<file path="src/rtl/ifetch_unit_if.sv">
// Fetch-unit bus bundle: PC input handshake, instruction-memory req/gnt/rvalid
// channel, and the decode-side instruction handshake.
//   master : the fetch unit (drives imem_req/imem_addr, fetch_ready, instr*)
//   slave  : the environment (PC source, instruction memory, decode)
interface ifetch_unit_if #(
  parameter int ADDR_W = 32,
  parameter int DATA_W = 32
);
  logic [ADDR_W-1:0] pc_in;
  logic              pc_valid;
  logic              fetch_ready;
  logic              flush;
  logic              imem_req;
  logic [ADDR_W-1:0] imem_addr;
  logic              imem_gnt;
  logic              imem_rvalid;
  logic [DATA_W-1:0] imem_rdata;
  logic              instr_valid;
  logic [DATA_W-1:0] instr;
  logic [ADDR_W-1:0] instr_pc;
  logic [ADDR_W-1:0] pc4;
  logic              instr_ready;
  logic              misalign_err;

  modport master (
    input  pc_in, pc_valid, flush, imem_gnt, imem_rvalid, imem_rdata, instr_ready,
    output fetch_ready, imem_req, imem_addr, instr_valid, instr, instr_pc, pc4,
           misalign_err
  );

  modport slave (
    output pc_in, pc_valid, flush, imem_gnt, imem_rvalid, imem_rdata, instr_ready,
    input  fetch_ready, imem_req, imem_addr, instr_valid, instr, instr_pc, pc4,
           misalign_err
  );
endinterface

</file>
<file path="src/rtl/ifetch_unit.sv">
// Instruction-fetch engine. Accepts a PC, issues one word read to instruction
// memory (req held until gnt, one outstanding), and holds the returned word
// with its PC and PC+4 until decode consumes it. Flush discards the fetch in
// flight or the held instruction.
// Ports:
//   clk  : clock, all state on posedge
//   rst  : synchronous active-low reset
//   bus  : ifetch_unit_if.master (pc_in/pc_valid/fetch_ready, flush,
//          imem_req/addr/gnt/rvalid/rdata, instr_valid/instr/instr_pc/pc4/
//          instr_ready, misalign_err)
module ifetch_unit #(
  parameter int ADDR_W = 32,
  parameter int DATA_W = 32
) (
  input  logic          clk,
  input  logic          rst,
  ifetch_unit_if.master bus
);
  typedef enum logic [1:0] {IDLE, REQ, WAIT, HOLD} state_t;

  localparam logic [ADDR_W-1:0] FOUR = ADDR_W'(4);

  state_t            state;
  logic              drop;
  logic [ADDR_W-1:0] addr_q;
  logic              req_q;
  logic [ADDR_W-1:0] imem_addr_q;
  logic              valid_q;
  logic [DATA_W-1:0] instr_q;
  logic [ADDR_W-1:0] instr_pc_q;
  logic [ADDR_W-1:0] pc4_q;
  logic              misalign_q;
  logic              fetch_ready;
  logic              accept;

  // A held instruction being consumed frees the unit in the same cycle.
  assign fetch_ready = ~bus.flush & ((state == IDLE) | ((state == HOLD) & bus.instr_ready));
  assign accept      = bus.pc_valid & fetch_ready;

  always_ff @(posedge clk) begin
    if (!rst) begin
      state       <= IDLE;
      drop        <= 1'b0;
      addr_q      <= '0;
      req_q       <= 1'b0;
      imem_addr_q <= '0;
      valid_q     <= 1'b0;
      instr_q     <= '0;
      instr_pc_q  <= '0;
      pc4_q       <= '0;
      misalign_q  <= 1'b0;
    end else begin
      misalign_q <= 1'b0;
      case (state)
        IDLE: ;
        REQ: begin
          // A request is never withdrawn; a flush only marks the reply as stale.
          if (bus.flush) drop <= 1'b1;
          if (bus.imem_gnt) begin
            req_q <= 1'b0;
            state <= WAIT;
          end
        end
        WAIT: begin
          if (bus.imem_rvalid) begin
            if (drop | bus.flush) begin
              drop  <= 1'b0;
              state <= IDLE;
            end else begin
              instr_q    <= bus.imem_rdata;
              instr_pc_q <= addr_q;
              pc4_q      <= addr_q + FOUR;
              valid_q    <= 1'b1;
              state      <= HOLD;
            end
          end else if (bus.flush) begin
            drop <= 1'b1;
          end
        end
        HOLD: begin
          // Flush voids the handshake even when instr_ready is high.
          if (bus.flush | bus.instr_ready) begin
            valid_q <= 1'b0;
            state   <= IDLE;
          end
        end
        default: state <= IDLE;
      endcase

      // Accept only happens from IDLE or a consumed HOLD, so it overrides the
      // next-state chosen above.
      if (accept) begin
        addr_q <= bus.pc_in;
        if (|bus.pc_in[1:0]) begin
          misalign_q <= 1'b1;
          state      <= IDLE;
        end else begin
          req_q       <= 1'b1;
          imem_addr_q <= bus.pc_in;
          state       <= REQ;
        end
      end
    end
  end

  assign bus.fetch_ready  = fetch_ready;
  assign bus.imem_req     = req_q;
  assign bus.imem_addr    = imem_addr_q;
  assign bus.instr_valid  = valid_q;
  assign bus.instr        = instr_q;
  assign bus.instr_pc     = instr_pc_q;
  assign bus.pc4          = pc4_q;
  assign bus.misalign_err = misalign_q;
endmodule

</file>
<file path="src/flat_wrapper.sv">
// flat-port wrapper written by rule: the top's interface ports become plain ports
module ifetch_unit_flat 
#(
  parameter int ADDR_W = 32,
  parameter int DATA_W = 32
)
  (clk, rst, bus_pc_in, bus_pc_valid, bus_flush, bus_imem_gnt, bus_imem_rvalid, bus_imem_rdata, bus_instr_ready, bus_fetch_ready, bus_imem_req, bus_imem_addr, bus_instr_valid, bus_instr, bus_instr_pc, bus_pc4, bus_misalign_err);
  ifetch_unit_if #(.ADDR_W(ADDR_W), .DATA_W(DATA_W)) bus_i ();
  input  logic clk;
  input  logic rst;
  input wire logic [$bits(bus_i.pc_in)-1:0] bus_pc_in;
  input wire logic [$bits(bus_i.pc_valid)-1:0] bus_pc_valid;
  input wire logic [$bits(bus_i.flush)-1:0] bus_flush;
  input wire logic [$bits(bus_i.imem_gnt)-1:0] bus_imem_gnt;
  input wire logic [$bits(bus_i.imem_rvalid)-1:0] bus_imem_rvalid;
  input wire logic [$bits(bus_i.imem_rdata)-1:0] bus_imem_rdata;
  input wire logic [$bits(bus_i.instr_ready)-1:0] bus_instr_ready;
  output wire logic [$bits(bus_i.fetch_ready)-1:0] bus_fetch_ready;
  output wire logic [$bits(bus_i.imem_req)-1:0] bus_imem_req;
  output wire logic [$bits(bus_i.imem_addr)-1:0] bus_imem_addr;
  output wire logic [$bits(bus_i.instr_valid)-1:0] bus_instr_valid;
  output wire logic [$bits(bus_i.instr)-1:0] bus_instr;
  output wire logic [$bits(bus_i.instr_pc)-1:0] bus_instr_pc;
  output wire logic [$bits(bus_i.pc4)-1:0] bus_pc4;
  output wire logic [$bits(bus_i.misalign_err)-1:0] bus_misalign_err;
  assign bus_i.pc_in = bus_pc_in;
  assign bus_i.pc_valid = bus_pc_valid;
  assign bus_i.flush = bus_flush;
  assign bus_i.imem_gnt = bus_imem_gnt;
  assign bus_i.imem_rvalid = bus_imem_rvalid;
  assign bus_i.imem_rdata = bus_imem_rdata;
  assign bus_i.instr_ready = bus_instr_ready;
  assign bus_fetch_ready = bus_i.fetch_ready;
  assign bus_imem_req = bus_i.imem_req;
  assign bus_imem_addr = bus_i.imem_addr;
  assign bus_instr_valid = bus_i.instr_valid;
  assign bus_instr = bus_i.instr;
  assign bus_instr_pc = bus_i.instr_pc;
  assign bus_pc4 = bus_i.pc4;
  assign bus_misalign_err = bus_i.misalign_err;
  ifetch_unit #(.ADDR_W(ADDR_W), .DATA_W(DATA_W)) u_core (.clk(clk), .rst(rst), .bus(bus_i));
endmodule
</file>
<file path="config.mk">
export PLATFORM = sky130hd
export DESIGN_NAME = ifetch_unit_flat
export DESIGN_NICKNAME = d
export VERILOG_FILES = /design/src/rtl/ifetch_unit_if.sv /design/src/rtl/ifetch_unit.sv /design/src/flat_wrapper.sv
export SDC_FILE = /design/constraint.sdc
export NUM_CORES = 1
export LEC_CHECK = 0
export BUFFER_PORTS_ARGS = -buffer_cell sky130_fd_sc_hd__buf_2
export CORE_ASPECT_RATIO = 0.6
export CORE_MARGIN = 4
export CORE_UTILIZATION = 38
export CTS_CLUSTER_SIZE = 10
export DETAILED_ROUTE_END_ITERATION = 8
export PLACE_DENSITY_LB_ADDON = 0.25
export SLEW_MARGIN = 20
export SYNTH_ARGS = -nofsm -noshare
export SYNTH_HDL_FRONTEND = slang
export SYNTH_SLANG_ARGS = --single-unit
</file>
<file path="constraint.sdc">
create_clock -name clk -period 2 [get_ports clk]
set_input_delay 0 -clock clk [delete_from_list [all_inputs] [get_ports clk]]
set_output_delay 0 -clock clk [all_outputs]
set_load 0.03 [all_outputs]
</file>
==> run_results.csv <==
group,metric,value,unit
worst_setup_path,arrival,2140,ps
routing,avgViaCountPerCell,4.70,
routing,antenna_left,0,
clocking,cts_made_buffers,17,
finish,area_delta_synth_final,40.3,%
routing,dr.pass1.iters,4,
job,cap_violations,0,
floorplan,fp.dieW,179,um
synthesis,synth_top_cell_area_share,0.492,
clocking,htreeDepth,4,
place,postPlaceCellArea,0.00798,sq mm
clocking,cts-root-buf,"clkbuf_16",
global_routing,antenna_found_initial,0,
finish,num_antenna_cells,0,
timing,slew-limit-headroom,0.705,
synthesis,yosysSeqAreaShare,0.492,
worst_setup_path,crit_buf_inv,1,
timing,maxSlewViolCount,0,
finish,stdcell_area,0.00937,sq mm
place,routabilityCongestion,0.751,
timing,setup_viol,0,
global_routing,track_usage,0.192,
global_routing,grt_overflow,0,
synthesis,synth_area_leaders,"dfxtp_1, nand2_1, a21boi_0",
timing,period_minus_slack,1840,ps
global_routing,first_global_vias,5804,
clocking,cts_tree,"yes",
pwr,p_per_area,813,mW/mm^2
clocking,clk_pin_slew_worst_paths,70,ps
floorplan,start_util,0.389,
floorplan,core-area,0.0172,sq mm
synthesis,syn_area,0.00668,sq mm
synthesis,synth-seq-cells,164,
synthesis,synth_fp_nets,864,
worst_setup_path,setup.worst_path.class,"reg -> reg",
worst_setup_path,crit_required,2300,ps
timing,finClkSkew,11.8,ps
pwr,peakVddDrop,499,uV
worst_setup_path,cpPeakStageDelay,370,ps
place,dpl.cell_count,1190,
floorplan,die_y,111,um
clocking,clock-sinks,164,
timing,hold_viol,0,
routing,num_vias,6090,
synthesis,ys_warn_count,0,
synthesis,async_reset_ff_frac,0,
floorplan,die-area,0.0198,sq mm
global_routing,grt_max_degree,69,
status,status,"finished, final reports clean",
synthesis,syn_inst,788,
synthesis,synth-main-ff-cell,"dfxtp_1",
worst_setup_path,crit_family,"compound AO/OA/AOI/OAI gates",
synthesis,synth_top_cells_by_count,"nand2_1, dfxtp_1, a21boi_0",
timing,timing.hold.ws,58.4,ps
synthesis,synth_edf_count,0,
worst_setup_path,crit_path_start_kind,"flop",
place,port_buffers,202,
routing,wl,19600,um
timing,fin_crit_sh,0.919,
routing,drc_errors,0,
place,hpwl,13200,um
clocking,clk_latency,420,ps
pwr,power_leakage,0.00397,uW
timing,fmax,544,MHz
timing,fin_tns_setup,0,ps
finish,drive_gt1_frac,0.264,
synthesis,yosysUniqueCellTypes,38,
global_routing,grt_first_pass_wirelength,30900,um
synthesis,synth_top_cell_by_area,"dfxtp_1",
hold_path,hold_path.class,"in -> reg",
timing,grt_setup_unrepaired,"no",
finish,nets,1124,
worst_setup_path,crit_chain,"inv_1 > ha_1 > nor2b_1 > a2111oi_4 > mux2i_1 > o21ai_0 > and2_1",
floorplan,rows,37,
finish,fin_cells,1295,
worst_setup_path,cp-end-kind,"flop",
finish,n_fill_cell,1606,
worst_setup_path,slowest_stage,"dfxtp_2",
synthesis,avgSynthCellArea,8.47,sq um
floorplan,ios,203,
routing,wl_per_cell,15.1,um
routing,first_iter_violations,438,
worst_setup_path,crit_path_max_fanout,5,
timing,worst_pin_slew,442,ps
synthesis,synth.most_common_cell,"nand2_1",
clocking,clockBufferDepth,2,
==> area by class of cell <==
cell class / instances / area (sq um) / area share
clock inverter: 14 / 195 / 0.0208
clock buffer: 18 / 429 / 0.0458
sequential: 164 / 3290 / 0.351
tap: 234 / 293 / 0.0312
inverter: 8 / 30.0 / 0.00320
timing repair buffer: 299 / 1990 / 0.213
multi-input combinational: 558 / 3140 / 0.336
==> cell families (layout without fill, tap and decap cells) <==
group,after synthesis,after routing,synth area share
AOI/OAI and AO/OA,187,187,0.197
xor gates and xnor gates,28,28,0.0367
adders and majority gates,5,5,0.00937
buffers and inverters,66,339,0.0446
DFF,164,164,0.492
muxes,1,1,0.00150
and+or+nand+nor,337,337,0.219
==> where the power goes <==
| group | switching (uW) | total (uW) | leakage [uW] | internal [uW] |
|---|---|---|---|---|
| Clock | 1460 | 3470 | 0.000300 | 2010 |
| Sequential | 77.4 | 3430 | 0.00133 | 3350 |
| Combinational | 389 | 715 | 0.00234 | 326 |
==> what timing repair did <==
action,4_1_cts,5_1_grt
setup endpoints to repair,0,55
hold endpoints to repair,97,0
hold buffers,67,0
setup buffers,0,4
resized for setup,0,12
==> layer usage <==
metal | vias up | GRT usage | share of wire
li1 | 3125 | - | -
met1 | 2774 | 0.279 | 0.50
met2 | 183 | 0.281 | 0.41
met3 | 8 | 0.0620 | 0.087
met4 | 0 | 0.0304 | 0.0046
met5 | - | 0 | 0
==> worst paths after layout <==
check | depth (start not counted) | startpoint | end | slack, ps
max | 7 | u_core.state[0] | u_core.state[0] | 160
min reg2reg | 2 | u_core.bus.imem_addr[5] | u_core.bus.imem_addr[5] | 460
max reg2reg | 7 | u_core.state[0] | u_core.state[0] | 160
min | 2 | rst | u_core.bus.instr[5] | 60
==> layout by cell type, fill, tap and decap left out, drive strengths merged <==
master,netlist,layout
mux2i,1,1
dlygate4sd3,0,67
nor3,11,11
o211a,7,7
o21ai,25,25
xnor2,18,18
clkbuf,29,18
o2111a,1,1
nor3b,2,2
and2,6,6
clkinvlp,0,2
dfxtp,164,164
nand3,13,13
a2111oi,1,1
o2bb2ai,1,1
ha,5,5
and4,5,5
a21oi,23,23
nor4,3,3
clkinv,0,4
inv,8,13
a21o,1,1
a21boi,128,128
and3,6,6
xor2,10,10
bufinv,0,3
nor2,9,9
or3,1,1
nand4,4,4
nor2b,1,1
nand2,276,276
buf,29,232
==> registers in the layout, indices dropped and copies added (netlist names), 2 cells and up <==
signal and count:
u_core.bus.instr 32, u_core.state 2, u_core.addr_q 32, u_core.bus.imem_addr 32, u_core.bus.instr_pc 30, u_core.bus.pc4 32
==> per-stage QoR <==
step	power, uW	util	worst slack (ps)
after floorplan	3840	-	240
after global placement	4090	0.465	135
after detailed placement	4090	0.465	105
after CTS	7670	0.540	72.9
after global routing	7910	0.546	5.68
final	7610	0.546	162
Power figures use the tool's default switching activity.
